## src/rtl/vram_cpu_port_if.sv

```systemverilog
// Host and VRAM bus bundle for vram_cpu_port.
// slave = the port block, master = host CPU plus display arbiter side.
interface vram_cpu_port_if #(
    parameter int ADDR_W = 14
);
    logic              cpu_wr;
    logic              cpu_rd;
    logic              cpu_mode;
    logic [7:0]        cpu_wdata;
    logic              cpu_ready;
    logic [7:0]        cpu_rdata;
    logic              cpu_rvalid;
    logic              vram_req;
    logic              vram_we;
    logic [ADDR_W-1:0] vram_addr;
    logic [7:0]        vram_wdata;
    logic              vram_gnt;
    logic [7:0]        vram_rdata;

    modport slave (
        input  cpu_wr, cpu_rd, cpu_mode, cpu_wdata,
        input  vram_gnt, vram_rdata,
        output cpu_ready, cpu_rdata, cpu_rvalid,
        output vram_req, vram_we, vram_addr, vram_wdata
    );

    modport master (
        output cpu_wr, cpu_rd, cpu_mode, cpu_wdata,
        output vram_gnt, vram_rdata,
        input  cpu_ready, cpu_rdata, cpu_rvalid,
        input  vram_req, vram_we, vram_addr, vram_wdata
    );
endinterface

```

## src/rtl/vram_cpu_port.sv

```systemverilog
// TMS9918-style host port: address setup, auto-increment, read-ahead, regs.
// Optional macro VRAM_PORT_STATUS_EN: control-port read returns status.
module vram_cpu_port #(
    parameter int ADDR_W   = 14,
    parameter int NUM_REGS = 8
) (
    input  logic                  clk,
    input  logic                  reset_n,
    vram_cpu_port_if.slave        bus,
    output logic [8*NUM_REGS-1:0] regs
);

    typedef enum logic [1:0] {
        IDLE     = 2'd0,
        WAIT_GNT = 2'd1,
        CAPTURE  = 2'd2
    } state_t;

    state_t            state;
    state_t            state_n;

    logic [ADDR_W-1:0] addr;
    logic [7:0]        addr_tmp;
    logic              first_byte;
    logic [7:0]        read_buf;
    logic [7:0]        rdata_q;
    logic              rvalid_q;
    logic              we_q;
    logic [ADDR_W-1:0] vaddr_q;
    logic [7:0]        vwdata_q;
    logic [8*NUM_REGS-1:0] regs_q;

    logic              ready;
    logic              req;
    logic              wr_acc;
    logic              rd_acc;
    logic              commit;
    logic              ctl_second;
    logic [ADDR_W-1:0] new_addr;
    logic [7:0]        cw;

    assign cw         = bus.cpu_wdata;
    assign wr_acc     = ready & bus.cpu_wr;
    assign rd_acc     = ready & bus.cpu_rd & ~bus.cpu_wr;
    assign commit     = req & bus.vram_gnt;
    assign ctl_second = wr_acc & bus.cpu_mode & first_byte;
    assign new_addr   = ADDR_W'({cw[5:0], addr_tmp});

    assign bus.cpu_ready  = ready;
    assign bus.vram_req   = req;
    assign bus.vram_we    = we_q;
    assign bus.vram_addr  = vaddr_q;
    assign bus.vram_wdata = vwdata_q;
    assign bus.cpu_rdata  = rdata_q;
    assign bus.cpu_rvalid = rvalid_q;
    assign regs           = regs_q;

    // state register; reset kills a pending request asynchronously
    always_ff @(posedge clk or negedge reset_n) begin
        if (!reset_n) begin
            state <= IDLE;
        end else begin
            state <= state_n;
        end
    end

    // next state and handshake outputs
    always_comb begin
        state_n = state;
        ready   = 1'b0;
        req     = 1'b0;
        unique case (state)
            IDLE: begin
                ready = 1'b1;
                if (wr_acc && !bus.cpu_mode) begin
                    state_n = WAIT_GNT;
                end else if (ctl_second && cw[7:6] == 2'b00) begin
                    state_n = WAIT_GNT;
                end else if (rd_acc && !bus.cpu_mode) begin
                    state_n = WAIT_GNT;
                end
            end
            WAIT_GNT: begin
                req = 1'b1;
                if (bus.vram_gnt) begin
                    state_n = we_q ? IDLE : CAPTURE;
                end
            end
            CAPTURE: begin
                state_n = IDLE;
            end
            default: begin
                state_n = IDLE;
            end
        endcase
    end

    // address, read-ahead buffer, VRAM request fields and register file
    always_ff @(posedge clk or negedge reset_n) begin
        if (!reset_n) begin
            addr       <= '0;
            addr_tmp   <= '0;
            first_byte <= 1'b0;
            read_buf   <= '0;
            rdata_q    <= '0;
            rvalid_q   <= 1'b0;
            we_q       <= 1'b0;
            vaddr_q    <= '0;
            vwdata_q   <= '0;
            regs_q     <= '0;
        end else begin
            rvalid_q <= 1'b0;

            if (state == CAPTURE) begin
                read_buf <= bus.vram_rdata;
            end

            if (commit) begin
                addr <= addr + ADDR_W'(1);
            end

            if (wr_acc && bus.cpu_mode) begin
                if (!first_byte) begin
                    addr_tmp   <= cw;
                    first_byte <= 1'b1;
                end else begin
                    first_byte <= 1'b0;
                    unique case (1'b1)
                        cw[7]: begin
                            for (int i = 0; i < NUM_REGS; i++) begin
                                if (cw[2:0] == i[2:0]) begin
                                    regs_q[8*i +: 8] <= addr_tmp;
                                end
                            end
                        end
                        !cw[7] && cw[6]: begin
                            addr <= new_addr;
                        end
                        !cw[7] && !cw[6]: begin
                            addr    <= new_addr;
                            vaddr_q <= new_addr;
                            we_q    <= 1'b0;
                        end
                        default: begin
                        end
                    endcase
                end
            end else if (wr_acc) begin
                first_byte <= 1'b0;
                vwdata_q   <= cw;
                vaddr_q    <= addr;
                we_q       <= 1'b1;
            end else if (rd_acc && !bus.cpu_mode) begin
                first_byte <= 1'b0;
                rdata_q    <= read_buf;
                rvalid_q   <= 1'b1;
                vaddr_q    <= addr;
                we_q       <= 1'b0;
            end else if (rd_acc) begin
                rvalid_q <= 1'b1;
`ifdef VRAM_PORT_STATUS_EN
                rdata_q    <= {first_byte, state != IDLE, 6'b0};
                first_byte <= 1'b0;
`else
                rdata_q    <= 8'h00;
`endif
            end
        end
    end

endmodule

```

## src/flat_wrapper.sv

```systemverilog
// flat-port wrapper written by rule: the top's interface ports become plain ports
module vram_cpu_port_flat 
#(
    parameter int ADDR_W   = 14,
    parameter int NUM_REGS = 8
)
  (clk, reset_n, regs, bus_cpu_wr, bus_cpu_rd, bus_cpu_mode, bus_cpu_wdata, bus_vram_gnt, bus_vram_rdata, bus_cpu_ready, bus_cpu_rdata, bus_cpu_rvalid, bus_vram_req, bus_vram_we, bus_vram_addr, bus_vram_wdata);
  vram_cpu_port_if #(.ADDR_W(ADDR_W)) bus_i ();
  input  logic clk;
  input  logic reset_n;
  output logic [8*NUM_REGS-1:0] regs;
  input wire logic [$bits(bus_i.cpu_wr)-1:0] bus_cpu_wr;
  input wire logic [$bits(bus_i.cpu_rd)-1:0] bus_cpu_rd;
  input wire logic [$bits(bus_i.cpu_mode)-1:0] bus_cpu_mode;
  input wire logic [$bits(bus_i.cpu_wdata)-1:0] bus_cpu_wdata;
  input wire logic [$bits(bus_i.vram_gnt)-1:0] bus_vram_gnt;
  input wire logic [$bits(bus_i.vram_rdata)-1:0] bus_vram_rdata;
  output wire logic [$bits(bus_i.cpu_ready)-1:0] bus_cpu_ready;
  output wire logic [$bits(bus_i.cpu_rdata)-1:0] bus_cpu_rdata;
  output wire logic [$bits(bus_i.cpu_rvalid)-1:0] bus_cpu_rvalid;
  output wire logic [$bits(bus_i.vram_req)-1:0] bus_vram_req;
  output wire logic [$bits(bus_i.vram_we)-1:0] bus_vram_we;
  output wire logic [$bits(bus_i.vram_addr)-1:0] bus_vram_addr;
  output wire logic [$bits(bus_i.vram_wdata)-1:0] bus_vram_wdata;
  assign bus_i.cpu_wr = bus_cpu_wr;
  assign bus_i.cpu_rd = bus_cpu_rd;
  assign bus_i.cpu_mode = bus_cpu_mode;
  assign bus_i.cpu_wdata = bus_cpu_wdata;
  assign bus_i.vram_gnt = bus_vram_gnt;
  assign bus_i.vram_rdata = bus_vram_rdata;
  assign bus_cpu_ready = bus_i.cpu_ready;
  assign bus_cpu_rdata = bus_i.cpu_rdata;
  assign bus_cpu_rvalid = bus_i.cpu_rvalid;
  assign bus_vram_req = bus_i.vram_req;
  assign bus_vram_we = bus_i.vram_we;
  assign bus_vram_addr = bus_i.vram_addr;
  assign bus_vram_wdata = bus_i.vram_wdata;
  vram_cpu_port #(.ADDR_W(ADDR_W), .NUM_REGS(NUM_REGS)) u_core (.clk(clk), .reset_n(reset_n), .bus(bus_i), .regs(regs));
endmodule
```

## config.mk

```make
export PLATFORM = sky130hd
export DESIGN_NAME = vram_cpu_port_flat
export DESIGN_NICKNAME = d
export VERILOG_FILES = /design/src/rtl/vram_cpu_port_if.sv /design/src/rtl/vram_cpu_port.sv /design/src/flat_wrapper.sv
export SDC_FILE = /design/constraint.sdc
export NUM_CORES = 1
export LEC_CHECK = 0
export ABC_AREA = 1
export CORE_ASPECT_RATIO = 1.5
export CORE_MARGIN = 1.5
export CORE_UTILIZATION = 58
export CTS_CLUSTER_SIZE = 14
export DETAILED_ROUTE_END_ITERATION = 8
export DONT_BUFFER_PORTS = 1
export PLACE_DENSITY = 0.84
export SLEW_MARGIN = 25
export SYNTH_ARGS = -nofsm -noshare
export SYNTH_HDL_FRONTEND = slang
export SYNTH_SLANG_ARGS = --single-unit
```

## constraint.sdc

```tcl
create_clock -name clk -period 1.9 [get_ports clk]
set_input_delay 0.19 -clock clk [delete_from_list [all_inputs] [get_ports clk]]
set_output_delay 0.19 -clock clk [all_outputs]
set_load 0.01 [all_outputs]
```

==> key figures <==
Timing
  – Max Slew Vio Count: 0
  – Worst Max-Slew Pin Slew: around 480 ps
  – RSZ-0062 raised after global routing: false
  – Final period util: 0.924
  – Worst Skew: a little under 9 ps
  – Setup TNS: 0 ps
  – Hold slack final: -525 ps
  – FMAX: 570 MHz
  – Setup violations, final: 0
  – Fin. Hold Viols: roughly 130
  – Tmin final: 1750 ps
  – Slew HR: 0.677

Worst setup path
  – WP data arrival: around 2100 ps
  – Reg-to-reg endpoint: u_core.regs[0]$_DFFE_PN0P_
  – R2R depth: 8
  – CP required: between 2000 and 2500 ps
  – CP Launch Type: register
  – Worst Path Max Fanout: 9
  – Critical path type: register to register
  – FF-to-FF setup slack: between 100 and 150 ps
  – FF-to-FF Start: u_core.state[1]$_DFFE_PN0P_
  – CP Capture Type: register

Synthesis
  – Dominant synthesized flop cell: dfrtp_1
  – Number of synthesized flops with an enable pin: 0
  – Register area share after synthesis: 0.589
  – Synth area leaders: dfrtp_1 59%, nand2_1 15%, o21ai_0 5.8%
  – Post-synth ARST share: 1.00
  – Synth area leader: dfrtp_1
  – Yosys top cell area share: 0.589
  – #FFs+latches synth: about 130
  – Post-Synthesis Cells: roughly 600
  – Average size of a mapped cell: about 9.0 um^2
  – Synth Cell Area: 5480 um^2
  – Cell with the most instances after synthesis: nand2_1
  – Post-synth top cells: 213 x nand2_1, 129 x dfrtp_1, 63 x o21ai_0
  – Unique masters post-synth: 24
  – YS warnings: 0
  – Syn nets: ~640

Drt
  – Routed len/inst: between 15 and 20 um
  – Wirelength, routed: roughly 14 mm
  – Starting DRT DRC Count: between 300 and 400
  – First-pass iteration count of the detailed router: 5
  – DR vias/cell: a little under 6
  – Post-DRT Antenna Nets: 0
  – Drt drc: 0
  – Vias: ~4.4k

CTS
  – Clock sinks: between 100 and 150
  – Post-CTS sizing: 0
  – Num CTS Buffers: 17
  – Hold-fix buffers at CTS: 17
  – TritonCTS clock tree: yes
  – Clock Latency Late Sink: between 400 and 500 ps
  – Clock-pin slew on the worst setup and hold paths: around 60 ps
  – CTS Buffer Depth: 2
  – CTS root buffer: clkbuf_16
  – H-tree levels: 4

Global routing
  – Gr usage total: 0.300
  – Vias in the first global route: around 4.4k
  – Grt total ovfl: 0
  – First-pass GRT wire length: roughly 22 mm
  – Largest net degree at the start of global routing: between 100 and 150
  – Initial antenna violation count: 1

Layout
  – Multi-input logic area: about 2000 um^2
  – Non-filler cells, final: 763
  – FF+latch area: 3230 um^2
  – Final layout net count: 660
  – Share of layout cells above drive strength 1: 0.112
  – Layout area overhead: 16.1%
  – Fill count: between 600 and 700
  – Layout Cell Area excl Fill: approximately 6400 um^2

Placement
  – Cell Area, Placed: 5570 um^2
  – Port buffer count: 0
  – Hpwl dp: 8.94 mm
  – Placed insts: between 700 and 800
  – Gp weighted congestion: between 0.8 and 0.9

Floorplan
  – Top Ports: between 100 and 150
  – Die H: about 120 um
  – Row count: between 40 and 50
  – Starting Density: 0.596
  – Die ar.: roughly 10000 um^2
  – Core area: a little over 9000 um^2
  – Die Wd: slightly above 80 um

Status
  – Status: finished, violations left
  – Violations in the final reports: negative hold slack

Power and ir drop
  – Power per cell area: 1640 nW/um^2
  – VDD IR max: roughly 1200 uV
  – Pleak: roughly 0.0032 uW
  – Total power: 10400 uW

Min path
  – Hold Path Class: input pin to asynchronous set/reset pin

Job
  – Max-cap viol count: 0
==> worst max path at each step <==
stage                                start  cells after the start                           to  slack, ps
6_report       u_core.state[1]$_DFFE_PN0P_                      8   u_core.regs[0]$_DFFE_PN0P_        150
3_5_place_dp   u_core.state[1]$_DFFE_PN0P_                      8   u_core.regs[0]$_DFFE_PN0P_        190
4_1_cts        u_core.state[1]$_DFFE_PN0P_                      8   u_core.regs[0]$_DFFE_PN0P_        170
5_1_grt        u_core.state[1]$_DFFE_PN0P_                      8  u_core.regs[28]$_DFFE_PN0P_          6
3_3_place_gp   u_core.state[1]$_DFFE_PN0P_                      8  u_core.regs[29]$_DFFE_PN0P_        260
2_1_floorplan  u_core.state[1]$_DFFE_PN0P_                      8   u_core.regs[0]$_DFFE_PN0P_        320
==> per-layer routing <==
| layer | part of all wire | global-route usage | vias up |
|---|---|---|---|
| met2 | 0.51 | 0.483 | 252 |
| li1 | - | - | 2026 |
| met3 | 0.094 | 0.112 | 54 |
| met1 | 0.36 | 0.340 | 2105 |
| met4 | 0.041 | 0.154 | 0 |
| met5 | 0 | 0 | - |
==> through the flow <==
step	utilization	hold slack, ps	worst slack [ps]
after CTS	0.689	-543	174
after global routing	0.692	-553	5.68
final	0.692	-525	145
after floorplan	-	-106	321
after detailed placement	0.605	-99.6	192
after global placement	0.605	-99.7	256
==> worst max-delay path, cell delays in order (launching register included) <==
cell,delay [ps]
dfrtp_1,460
nor2_4,120
nand2_2,90
nor2_4,170
nand4_1,190
nor2_2,330
inv_2,140
nand2_1,90
nand2_1,50
==> power by group <==
group / leakage, uW / switching, uW / internal [uW]
Combinational: 0.00128 / 1290 / 801
Clock: 0.000288 / 1260 / 2020
Sequential: 0.00167 / 1320 / 3720
==> sequential cells by signal, summed over array words and instances (netlist names), 2 cells and up <==
name                   flops
u_core.bus.vram_wdata      8
u_core.bus.vram_addr      14
u_core.addr_tmp            8
u_core.state               2
u_core.addr               14
u_core.bus.cpu_rdata       8
u_core.regs               64
u_core.read_buf            8
==> layout by cell type (no fill, tap or decap), drive strengths merged <==
| cell | synthesis | layout |
|---|---|---|
| nand2 | 216 | 216 |
| dfrtp | 129 | 129 |
| nor2 | 64 | 64 |
| o21ai | 63 | 63 |
| inv | 36 | 40 |
| a21oi | 33 | 33 |
| nand3 | 22 | 22 |
| clkbuf | 7 | 19 |
| dlygate4sd3 | 0 | 17 |
| mux2 | 13 | 13 |
| nand4 | 8 | 8 |
| buf | 10 | 6 |
| xor2 | 5 | 5 |
| clkinv | 0 | 4 |
| o21bai | 3 | 3 |
| clkinvlp | 0 | 3 |
| o31ai | 2 | 2 |
| bufinv | 0 | 2 |
| diode | 0 | 1 |
| ha | 1 | 1 |
==> kinds of logic after synthesis <==
family | Yosys count | share of synthesized area
buffers and inverters | 53 | 0.0413
flip-flops | 129 | 0.589
adder cells (fa/ha/maj) | 1 | 0.00228
AO/OA/AOI/OAI | 101 | 0.0952
XOR/XNOR | 5 | 0.00799
AND/OR/NAND/NOR | 310 | 0.237
multiplexers | 13 | 0.0267
==> timing repair <==
| action | in CTS | in global routing |
|---|---|---|
| setup endpoints to repair | 0 | 1 |
| hold endpoints to repair | 157 | 129 |
| buffers inserted | 0 | 1 |
==> area by class of cell <==
| class | instances | area share |
|---|---|---|
| Sequential cell | 129 | 0.507 |
| Multi-Input combinational cell | 430 | 0.318 |
| Clock buffer | 19 | 0.0712 |
| Timing Repair Buffer | 23 | 0.0358 |
| Clock inverter | 13 | 0.0238 |
| Tap cell | 112 | 0.0220 |
| Inverter | 36 | 0.0212 |
| Antenna cell | 1 | 0.000393 |
Power figures use the tool's default switching activity.
